==> src/rtl/uart_rx_deser.sv <==
// UART receive deserializer on the oversampling clock: 2-flop line synchroniser,
// 2-of-3 mid-bit voting, runtime frame format, parity/framing/break status.
module uart_rx_deser #(
   parameter int MAX_DATA_BITS = 9,
   parameter int PRESCALE_W    = 6
) (
   input  logic                     i_clk,
   input  logic                     i_arst_n,
   input  logic                     i_rx_in,
   input  logic [PRESCALE_W-1:0]    i_prescale,
   input  logic [3:0]               i_data_bits,
   input  logic [1:0]               i_parity_mode,
   input  logic                     i_stop_bits,
   output logic                     o_active_flag,
   output logic                     o_valid,
   output logic [MAX_DATA_BITS-1:0] o_data,
   output logic                     o_parity_err,
   output logic                     o_frame_err,
   output logic                     o_break_flag
);

   typedef enum logic [2:0] {
      ST_IDLE   = 3'd0,
      ST_START  = 3'd1,
      ST_DATA   = 3'd2,
      ST_PARITY = 3'd3,
      ST_STOP   = 3'd4
   } state_t;

   localparam logic [PRESCALE_W-1:0] P_MIN  = PRESCALE_W'(8);
   localparam logic [PRESCALE_W-1:0] P_ONE  = PRESCALE_W'(1);
   localparam logic [PRESCALE_W-1:0] P_ZERO = PRESCALE_W'(0);

   function automatic logic maj3(input logic a, input logic b, input logic c);
      return (a & b) | (a & c) | (b & c);
   endfunction

   logic                     sync1_q;
   logic                     rx_s_q;
   state_t                   state_q;
   logic [PRESCALE_W-1:0]    cnt_q;
   logic [PRESCALE_W-1:0]    p_q;
   logic [3:0]               n_q;
   logic                     par_en_q;
   logic                     par_odd_q;
   logic                     two_stop_q;
   logic [3:0]               idx_q;
   logic                     stop_idx_q;
   logic                     s0_q;
   logic                     s1_q;
   logic [MAX_DATA_BITS-1:0] shift_q;
   logic                     par_err_acc_q;
   logic                     frame_err_acc_q;
   logic                     nonzero_q;
   logic                     armed_q;
   logic                     active_q;
   logic                     valid_q;
   logic [MAX_DATA_BITS-1:0] data_q;
   logic                     parity_err_q;
   logic                     frame_err_q;
   logic                     break_q;

   logic [PRESCALE_W-1:0]    p_in;
   logic [3:0]               n_in;
   logic [PRESCALE_W-1:0]    center;
   logic [PRESCALE_W-1:0]    cnt_d;
   logic                     bit_end;
   logic                     at_s0;
   logic                     at_s1;
   logic                     at_vote;
   logic                     vote;
   logic                     brk;

   // Config sanitising, bit-timing decode and the mid-bit vote
   always_comb begin
      p_in = (i_prescale < P_MIN) ? P_MIN : i_prescale;
      if ((i_data_bits < 4'd5) || (i_data_bits > 4'(MAX_DATA_BITS))) begin
         n_in = 4'd8;
      end else begin
         n_in = i_data_bits;
      end
      center  = p_q >> 1;
      bit_end = (cnt_q == (p_q - P_ONE));
      cnt_d   = bit_end ? P_ZERO : (cnt_q + P_ONE);
      at_s0   = (cnt_q == (center - P_ONE));
      at_s1   = (cnt_q == center);
      at_vote = (cnt_q == (center + P_ONE));
      vote    = maj3(s0_q, s1_q, rx_s_q);
      brk     = ~(nonzero_q | vote);
   end

   // Two-flop synchroniser, idle-high after reset
   always_ff @(posedge i_clk or negedge i_arst_n) begin
      if (!i_arst_n) begin
         sync1_q <= 1'b1;
         rx_s_q  <= 1'b1;
      end else begin
         sync1_q <= i_rx_in;
         rx_s_q  <= sync1_q;
      end
   end

   // Frame FSM with registered outputs
   always_ff @(posedge i_clk or negedge i_arst_n) begin
      if (!i_arst_n) begin
         state_q         <= ST_IDLE;
         cnt_q           <= P_ZERO;
         p_q             <= P_MIN;
         n_q             <= 4'd8;
         par_en_q        <= 1'b0;
         par_odd_q       <= 1'b0;
         two_stop_q      <= 1'b0;
         idx_q           <= 4'd0;
         stop_idx_q      <= 1'b0;
         s0_q            <= 1'b1;
         s1_q            <= 1'b1;
         shift_q         <= {MAX_DATA_BITS{1'b0}};
         par_err_acc_q   <= 1'b0;
         frame_err_acc_q <= 1'b0;
         nonzero_q       <= 1'b0;
         armed_q         <= 1'b1;
         active_q        <= 1'b0;
         valid_q         <= 1'b0;
         data_q          <= {MAX_DATA_BITS{1'b0}};
         parity_err_q    <= 1'b0;
         frame_err_q     <= 1'b0;
         break_q         <= 1'b0;
      end else begin
         valid_q <= 1'b0;
         if (rx_s_q) begin
            armed_q <= 1'b1;
         end
         if (at_s0) begin
            s0_q <= rx_s_q;
         end
         if (at_s1) begin
            s1_q <= rx_s_q;
         end
         case (state_q)
            ST_IDLE: begin
               cnt_q <= P_ZERO;
               // armed_q blocks re-triggering on a line still held low after a break
               if (!rx_s_q && armed_q) begin
                  state_q         <= ST_START;
                  cnt_q           <= P_ONE;
                  active_q        <= 1'b1;
                  p_q             <= p_in;
                  n_q             <= n_in;
                  par_en_q        <= (i_parity_mode == 2'b01) || (i_parity_mode == 2'b10);
                  par_odd_q       <= (i_parity_mode == 2'b10);
                  two_stop_q      <= i_stop_bits;
                  idx_q           <= 4'd0;
                  stop_idx_q      <= 1'b0;
                  shift_q         <= {MAX_DATA_BITS{1'b0}};
                  par_err_acc_q   <= 1'b0;
                  frame_err_acc_q <= 1'b0;
                  nonzero_q       <= 1'b0;
               end
            end
            ST_START: begin
               cnt_q <= cnt_d;
               if (at_vote && vote) begin
                  state_q  <= ST_IDLE;
                  cnt_q    <= P_ZERO;
                  active_q <= 1'b0;
               end else if (bit_end) begin
                  state_q <= ST_DATA;
               end
            end
            ST_DATA: begin
               cnt_q <= cnt_d;
               if (at_vote) begin
                  shift_q[idx_q] <= vote;
                  if (vote) begin
                     nonzero_q <= 1'b1;
                  end
               end
               if (bit_end) begin
                  if (idx_q == (n_q - 4'd1)) begin
                     state_q <= par_en_q ? ST_PARITY : ST_STOP;
                  end else begin
                     idx_q <= idx_q + 4'd1;
                  end
               end
            end
            ST_PARITY: begin
               cnt_q <= cnt_d;
               if (at_vote) begin
                  par_err_acc_q <= vote ^ (^shift_q) ^ par_odd_q;
                  if (vote) begin
                     nonzero_q <= 1'b1;
                  end
               end
               if (bit_end) begin
                  state_q <= ST_STOP;
               end
            end
            ST_STOP: begin
               cnt_q <= cnt_d;
               // The last stop bit completes the frame at its vote, not at the boundary
               if (at_vote && (stop_idx_q == two_stop_q)) begin
                  state_q      <= ST_IDLE;
                  cnt_q        <= P_ZERO;
                  active_q     <= 1'b0;
                  valid_q      <= 1'b1;
                  data_q       <= shift_q;
                  parity_err_q <= par_err_acc_q;
                  frame_err_q  <= frame_err_acc_q | ~vote;
                  break_q      <= brk;
                  if (brk) begin
                     armed_q <= 1'b0;
                  end
               end else begin
                  if (at_vote) begin
                     if (vote) begin
                        nonzero_q <= 1'b1;
                     end else begin
                        frame_err_acc_q <= 1'b1;
                     end
                  end
                  if (bit_end) begin
                     stop_idx_q <= 1'b1;
                  end
               end
            end
            default: begin
               state_q  <= ST_IDLE;
               cnt_q    <= P_ZERO;
               active_q <= 1'b0;
            end
         endcase
      end
   end

   assign o_active_flag = active_q;
   assign o_valid       = valid_q;
   assign o_data        = data_q;
   assign o_parity_err  = parity_err_q;
   assign o_frame_err   = frame_err_q;
   assign o_break_flag  = break_q;

endmodule

==> config.mk <==
export PLATFORM = sky130hd
export DESIGN_NAME = uart_rx_deser
export DESIGN_NICKNAME = d
export VERILOG_FILES = /design/src/rtl/uart_rx_deser.sv
export SDC_FILE = /design/constraint.sdc
export NUM_CORES = 1
export LEC_CHECK = 0
export ABC_AREA = 1
export CORE_MARGIN = 5
export CORE_UTILIZATION = 50
export DETAILED_ROUTE_END_ITERATION = 8
export GPL_TIMING_DRIVEN = 0
export PLACE_DENSITY = 0.79
export RECOVER_POWER = 50
export SYNTH_ARGS = -nofsm -noshare
export SYNTH_HDL_FRONTEND = slang
export SYNTH_SLANG_ARGS = --single-unit
==> constraint.sdc <==
create_clock -name i_clk -period 4.4 [get_ports i_clk]
set_input_delay 0.88 -clock i_clk [delete_from_list [all_inputs] [get_ports i_clk]]
set_output_delay 0.88 -clock i_clk [all_outputs]
set_load 0.1 [all_outputs]
==> results by group, run 1 <==
Outcome
  • Run status: finished clean

Power
  • Switching part of the total: 47.0%
  • Ratio of total power to cell area: 617 mW/mm^2
  • Power Internal: 1.37 mW
  • Net Switching: 1.21 mW
  • Worst IR drop on VDD: ~0.27 mV
  • Share of power burned in the clock network: 18.4%
  • Fraction of power consumed by combinational cells: 50.3%
  • Part of the total power dissipated in sequential elements: 31.3%
  • Reported leakage power: 2.09 nW
  • Pwr Total: approximately 2.6 mW

Synthesis
  • Count of distinct cell types in the synthesized netlist: 37
  • Mean post-synth cell area: about 7.4 um^2
  • Synthesized flop and latch total: 58
  • Cell count after synthesis: 486
  • Synthesized netlist net count: 513
  • Count of yosys warnings during synthesis: 0
  • Register area share after synthesis: 40.9%
  • Cell area after synthesis: 0.00357 mm^2

Global routing
  • Busiest metal layer after global routing: met2
  • Met1 layer usage reported by global route: 22.7%
  • Global-route met2 utilization: 37.9%
  • Pin count of the biggest net entering global routing: 36
  • Final global-route overflow total: 0
  • Global Route met3 Usage: 4.22%
  • Total track usage: 20.5%
  • Vias in the first global route: 3257
  • Number of antenna violations at the first check in global routing: 0
  • First-pass GRT wire length: 14400 um

Critical path
  • Category of cells accounting for the largest share of critical-path delay: buffers and inverters
  • Cells traversed along the worst timing path: clkdlybuf4s50_1
  • Slowest cell on the critical path: sky130_fd_sc_hd__clkdlybuf4s50_1
  • Worst EP required: 3.52 ns
  • Type of origin of the critical path: register
  • Crit path largest cell delay: 1.15 ns
  • Buffers and inverters on the worst path: 1
  • Critical Path Fanout Max: 2
  • Data arrival, critical path: roughly 1.9 ns
  • Crit. End Element: output port
  • Start-to-end type of the worst setup path: reg2out

Timing
  • Number of failing hold endpoints at the final stage: 0
  • Final sum of negative setup slack: 0 ns
  • Clock skew: 0.0109 ns
  • Number of pins with negative max-slew slack in the final report: 0
  • Share of the cycle needed by the critical path after routing: 62.6%
  • Clock period minus final worst setup slack: 2.75 ns
  • RSZ-0062 raised after global routing: false
  • Actual slew at the worst max-slew pin: ~1.3 ns
  • Highest Clock Rate: 363 MHz
  • Setup violators final: 0
  • Worst max-slew margin expressed relative to the limit: 11.1%

Layout
  • Layout cell share with drive strength beyond 1: between 10% and 20%
  • Area of the multi-input gates: 0.00185 mm^2
  • Relative area change from synthesis to final layout: 16.9%
  • Antenna diode instance count: 0
  • Number of non-filler instances in the completed layout: roughly 630
  • Number of nets in the final layout: around 550
  • Total area of sequential cells: 0.00146 mm^2
  • Fill cell total of the finished layout: 604

Clocking
  • Hold buffers post-CTS: 0
  • Deepest level of the CTS H-tree: 3
  • Number of buffers inserted to repair setup after CTS: 0
  • Cells resized by post-CTS repair: 0
  • Clock root buffer: sky130_fd_sc_hd__clkbuf_8
  • Maximum buffer depth of the clock tree: 2
  • Number of buffers added by the clock tree synthesis step: 9
  • Clock Pin Slew Worst Setup and Hold Paths: around 0.070 ns
  • Clock latency on the worst-skew pair: 0.35 ns
  • Clock tree from TritonCTS: built
  • Sinks on Clock Net: between 50 and 60

Detailed routing
  • Vias/cell: approximately 5.1
  • DRC viols: 0
  • Total wire length after detailed routing: 8200 um
  • Number of detailed-route iterations in the first pass: 4
  • Drt wl/cell: 13.1 um
  • Via count of the routed design: about 3200
  • Initial drt markers: 171
  • Routed Antenna Nets: 0

Floorplan
  • Core Box Area: 0.00687 mm^2
  • Die Area: 0.00893 mm^2
  • Placement Rows: 30
  • Vertical extent of the die: 94.5 um
  • Effective utilization at floorplan: 52.0%
  • Die X-Extent: ~95 um
  • Number of top-level design ports: 30

Hold path
  • Worst Hold Class: reg2reg

Placed design
  • Post-placement cell count: 612
  • Estimated wirelength of the detail-placed design: around 6100 um
  • RD Place Congestion: 0.904
  • Quantity of I/O buffers inserted on ports: 29

Run
  • Total of max-cap violations: 0
[path summary, 6_finish.rpt]
| check | from | to | slack [ns] | cells past startpoint |
|---|---|---|---|---|
| max | o_data[3]$_DFFE_PN0P_ | o_data[3] | 1.65 | 1 |
| min | sync1_q$_DFF_PN1_ | rx_s_q$_DFF_PN1_ | 0.36 | 0 |
| max reg2reg | p_q[1]$_DFFE_PN0P_ | state_q[1]$_DFFE_PN0P_ | 2.07 | 12 |
| min reg2reg | sync1_q$_DFF_PN1_ | rx_s_q$_DFF_PN1_ | 0.36 | 0 |
| max in group asynchronous | i_arst_n | n_q[3]$_DFFE_PN1P_ | 2.70 | 2 |
| min in group asynchronous | i_arst_n | o_data[1]$_DFFE_PN0P_ | 0.82 | 1 |
[power groups by stage]
| stage | Sequential (mW) | Clock, mW | Combinational [mW] |
|---|---|---|---|
| final | 0.806 | 0.474 | 1.30 |
| after global routing | 0.826 | 0.504 | 1.47 |
| after CTS | 0.807 | 0.481 | 1.30 |
| after detailed placement | 0.814 | 0 | 1.29 |
| after global placement | 0.810 | 0 | 1.25 |
| after floorplan | 0.872 | 0 | 0.932 |
[metrics by stage]
stage               hold WS, ns  instance area [um^2]  setup slack (ns)  utilization [%]
floorplan                 0.345                  3570              2.47                -
global placement          0.348                  3980             0.714             58.0
detailed placement        0.350                  4000              2.02             58.2
CTS                       0.361                  4180              1.63             60.9
global route              0.367                  4180              1.61             60.8
finish                    0.360                  4180              1.65             60.8
[Yosys cell counts (all sizes together)]
cell	instances	area, um^2
nand2	174	676
o2111ai	1	8.76
dfstp	7	184
dfrtp	51	1280
nor3	6	30.0
xnor2	12	105
nand3	42	253
xor2	9	78.8
or2	4	25.0
clkbuf	4	15.0
a31oi	1	6.26
a22oi	1	7.51
buf	3	23.8
clkinv	3	13.8
nand4	5	31.3
ha	11	138
and2	1	6.26
o21ai	36	191
a21oi	8	40.0
o22ai	1	6.26
o21a	1	7.51
o21bai	1	7.51
o211ai	3	22.5
inv	56	210
nor2	45	209
[cell families after synthesis]
group	synth area share, %
XOR/XNOR	5.15
buffers and inverters	7.36
flip-flops	40.9
AND/OR/NAND/NOR	34.4
adder cells (fa/ha/maj)	3.85
AO/OA/AOI/OAI	8.34
[sequential cells by signal, summed over array words and instances (netlist names), 3 cells and up]
| name | flops |
|---|---|
| idx_q | 4 |
| o_data | 9 |
| shift_q | 9 |
| cnt_q | 6 |
| p_q | 6 |
| state_q | 3 |
| n_q | 4 |
[metal layers]
layer  vias to the layer above  wire (um)
met2                        56       4400
met3                        18        245
li1                       1617          -
met1                      1508       3410
met5                         -          0
met4                         0        144
[area by class of cell]
class                      instances  area share, %
tap                               96           2.88
inverter                          59           5.36
clock inverter                     5           1.32
multi-input combinational        362           44.2
sequential                        58           35.0
timing repair buffer              30           7.28
clock buffer                      11           3.15
buffer                             7          0.839
[cells in the final DEF (no fill, tap or decap), types with 8 or more instances in the layout]
cell                              count
sky130_fd_sc_hd__nand2_1            169
sky130_fd_sc_hd__dfrtp_1             51
sky130_fd_sc_hd__inv_1               46
sky130_fd_sc_hd__nor2_1              40
sky130_fd_sc_hd__nand3_1             35
sky130_fd_sc_hd__o21ai_0             32
sky130_fd_sc_hd__clkdlybuf4s50_1     27
sky130_fd_sc_hd__xnor2_1             12
sky130_fd_sc_hd__ha_1                11
sky130_fd_sc_hd__inv_2               10
sky130_fd_sc_hd__xor2_1               9
sky130_fd_sc_hd__clkbuf_8             9
sky130_fd_sc_hd__clkbuf_1             8
sky130_fd_sc_hd__a21oi_1              8
Power figures use the tool's default switching activity.
==> inputs of run 2 (changes only) <==
==> constraint.sdc (replaced) <==
create_clock -name i_clk -period 2.54 [get_ports i_clk]
set_input_delay 0.508 -clock i_clk [delete_from_list [all_inputs] [get_ports i_clk]]
set_output_delay 0.508 -clock i_clk [all_outputs]
set_load 0.1 [all_outputs]
==> run 2 against run 1 <==
Compared with the run above:
- critical path depth is the same
- total power grew 74%
- final area is essentially flat
- clock power grew 72%
==> results by group, run 2 (synthesis results as in run 1) <==
Outcome
  • Run status: finished clean

Power
  • Share of power burned in the clock network: 18.2% (-0.2 points)
  • Net Switching: 2.10 mW (+73%)
  • Worst IR drop on VDD: 0.472 mV (+73%)
  • Part of the total power dissipated in sequential elements: 31.2% (about the same)
  • Reported leakage power: 2.10 nW (+0.17%)
  • Pwr Total: 4.48 mW (+74%)
  • Fraction of power consumed by combinational cells: 50.6% (+0.3 points)
  • Power Internal: 2.38 mW (+75%)
  • Ratio of total power to cell area: 1070 mW/mm^2 (+74%)
  • Switching part of the total: 46.8% (-0.18 points)

Critical path
  • Endpoint of the most critical setup path: o_data[3]
  • Critical Path Start: o_data[3]$_DFFE_PN0P_
  • Cells traversed along the worst timing path: clkdlybuf4s50_1
  • R2R setup slack: 0.28 ns (-1.79 ns)
  • Worst EP required: 2.03 ns (-1.49 ns)
  • Type of origin of the critical path: register
  • Critical Path Fanout Max: 2 (unchanged)
  • Category of cells accounting for the largest share of critical-path delay: buffers and inverters
  • Buffers and inverters on the worst path: 1 (unchanged)
  • Data arrival, critical path: 1.87 ns (about the same)
  • Number of cells traversed by the worst register-to-register path: 12 (unchanged)
  • Start-to-end type of the worst setup path: reg2out
  • Stages on worst setup path: 1 (unchanged)
  • Crit. End Element: output port
  • Crit path largest cell delay: 1.15 ns (about the same)
  • Capture point of the worst reg-to-reg path: state_q[1]$_DFFE_PN0P_
  • Reg2Reg Launch Point: p_q[1]$_DFFE_PN0P_
  • Slowest cell on the critical path: sky130_fd_sc_hd__clkdlybuf4s50_1

Global routing
  • First-pass GRT wire length: 14400 um (unchanged)
  • Final global-route overflow total: 0 (unchanged)
  • Number of antenna violations at the first check in global routing: 0 (unchanged)
  • Vias in the first global route: 3257 (unchanged)
  • Pin count of the biggest net entering global routing: 36 (unchanged)
  • Total track usage: 20.5% (unchanged)

Layout
  • Total area of sequential cells: 0.00146 mm^2 (unchanged)
  • Antenna diode instance count: 0 (unchanged)
  • Fill cell total of the finished layout: 604 (unchanged)
  • Number of nets in the final layout: 554 (unchanged)
  • Most common cell after layout, fill and taps aside: sky130_fd_sc_hd__nand2_1
  • Relative area change from synthesis to final layout: 16.8% (about the same)
  • Layout cell share with drive strength beyond 1: 11.3% (+0.38 points)
  • Commonest non-fill, non-tap cells in the layout: sky130_fd_sc_hd__nand2_1 (169), sky130_fd_sc_hd__dfrtp_1 (51), sky130_fd_sc_hd__inv_1 (46)
  • Area of the multi-input gates: 0.00185 mm^2 (+0.41%)

Detailed routing
  • Total wire length after detailed routing: 8190 um (-0.16%)
  • Vias/cell: 5.08 (-0.31%)
  • Number of detailed-route iterations in the first pass: 6 (+2)
  • Via count of the routed design: 3189 (-0.31%)
  • Routed Antenna Nets: 0 (unchanged)
  • Drt wl/cell: 13.0 um (-0.16%)
  • DRC viols: 0 (unchanged)
  • Initial drt markers: 158 (-7.6%)

Timing
  • Share of the cycle needed by the critical path after routing: 93.7%
  • Clock period minus final worst setup slack: about 2.4 ns
  • Number of failing hold endpoints at the final stage: 0 (unchanged)
  • Worst max-slew margin expressed relative to the limit: 16.3% (+5.2 points)
  • RSZ-0062 raised after global routing: false
  • Highest Clock Rate: around 420 MHz
  • Number of pins with negative max-slew slack in the final report: 0 (unchanged)
  • Actual slew at the worst max-slew pin: 1.26 ns (-0.0775 ns)
  • Clock skew: 0.0106 ns (-0.000271 ns)
  • Setup violators final: 0 (unchanged)
  • Final Hold Slack: 0.359 ns (-0.000449 ns)
  • Worst setup slack after layout: 0.159 ns (-1.49 ns)

Clocking
  • Maximum buffer depth of the clock tree: 2 (unchanged)
  • Clock tree from TritonCTS: built
  • Sinks on Clock Net: 58 (unchanged)
  • Number of buffers added by the clock tree synthesis step: 9 (unchanged)
  • Clock latency on the worst-skew pair: 0.34 ns (about the same)
  • Clock Pin Slew Worst Setup and Hold Paths: 0.07 ns (about the same)
  • Clock root buffer: sky130_fd_sc_hd__clkbuf_8
  • Deepest level of the CTS H-tree: 3 (unchanged)
  • Number of buffers inserted to repair setup after CTS: 0 (unchanged)

Floorplan
  • Effective utilization at floorplan: 52.0% (unchanged)
  • Vertical extent of the die: 94.5 um (unchanged)
  • Placement Rows: 30 (unchanged)
  • Die Area: 0.00893 mm^2 (unchanged)
  • Number of top-level design ports: 30 (unchanged)
  • Die X-Extent: 94.5 um (unchanged)
  • Core Box Area: 0.00687 mm^2 (unchanged)

Placed design
  • RD Place Congestion: 0.904 (unchanged)
  • Quantity of I/O buffers inserted on ports: 29 (unchanged)
  • Worst slack after detailed placement: 0.226 ns (-1.79 ns)
  • Estimated wirelength of the detail-placed design: 6140 um (unchanged)

Run
  • Total of max-cap violations: 0 (unchanged)

Hold path
  • Worst Hold Class: reg2reg
run 2: cell count changes in the layout (fill, tap and decap cells not counted):
cell                       change
sky130_fd_sc_hd__clkbuf_2      +1
sky130_fd_sc_hd__buf_4         +1
sky130_fd_sc_hd__buf_12        -1
sky130_fd_sc_hd__xnor2_1       -1
sky130_fd_sc_hd__clkbuf_1      -1
sky130_fd_sc_hd__xnor2_2       +1
run 2: area by class of cell:
class | instances | area share [%]
Timing Repair Buffer | 30 | 6.93
Buffer | 7 | 0.930
Tap cell | 96 | 2.88
Sequential cell | 58 | 35.0
Clock buffer | 11 | 3.15
Clock inverter | 5 | 1.32
Inverter | 59 | 5.37
Multi-Input combinational cell | 362 | 44.4
run 2: routing by layer:
layer	GRT usage, %	vias to the layer above	wire, um
li1	-	1613	-
met1	22.7	1516	3460
met2	37.9	44	4380
met3	4.22	16	210
met4	8.29	0	135
met5	0	-	0
run 2: what timing repair did:
| action | 4_1_cts | 5_1_grt |
|---|---|---|
| setup endpoints to repair | 0 | 1 |
| hold buffers | 0 | 0 |
| resized for setup | 0 | 1 |
run 2: power by group through the flow:
stage | Combinational (mW) | Clock, mW | Sequential [mW]
finish | 2.27 | 0.817 | 1.40
floorplan | 1.61 | 0 | 1.51
CTS | 2.26 | 0.834 | 1.40
detailed placement | 2.23 | 0 | 1.41
global route | 2.57 | 0.873 | 1.43
global placement | 2.16 | 0 | 1.40
run 2: how the worst min path moves through the flow:
stage	startpoint	end	slack [ns]	cells past startpoint
6_report	sync1_q$_DFF_PN1_	rx_s_q$_DFF_PN1_	0.36	0
5_1_grt	sync1_q$_DFF_PN1_	rx_s_q$_DFF_PN1_	0.37	0
4_1_cts	i_arst_n	o_data[1]$_DFFE_PN0P_	0.16	1
3_5_place_dp	sync1_q$_DFF_PN1_	rx_s_q$_DFF_PN1_	0.35	0
3_3_place_gp	sync1_q$_DFF_PN1_	rx_s_q$_DFF_PN1_	0.35	0
2_1_floorplan	i_arst_n	cnt_q[0]$_DFF_PN0_	0.21	0
run 2: metrics by stage:
step,cell area (um^2),std cells,util [%],setup TNS [ns]
6_report,4170,628,60.7,0
5_1_grt,4170,628,60.7,0
4_1_cts,4180,628,60.9,0
3_5_place_dp,4000,612,58.2,0
3_3_place_gp,3980,611,58.0,-40.41
2_1_floorplan,3570,486,-,0
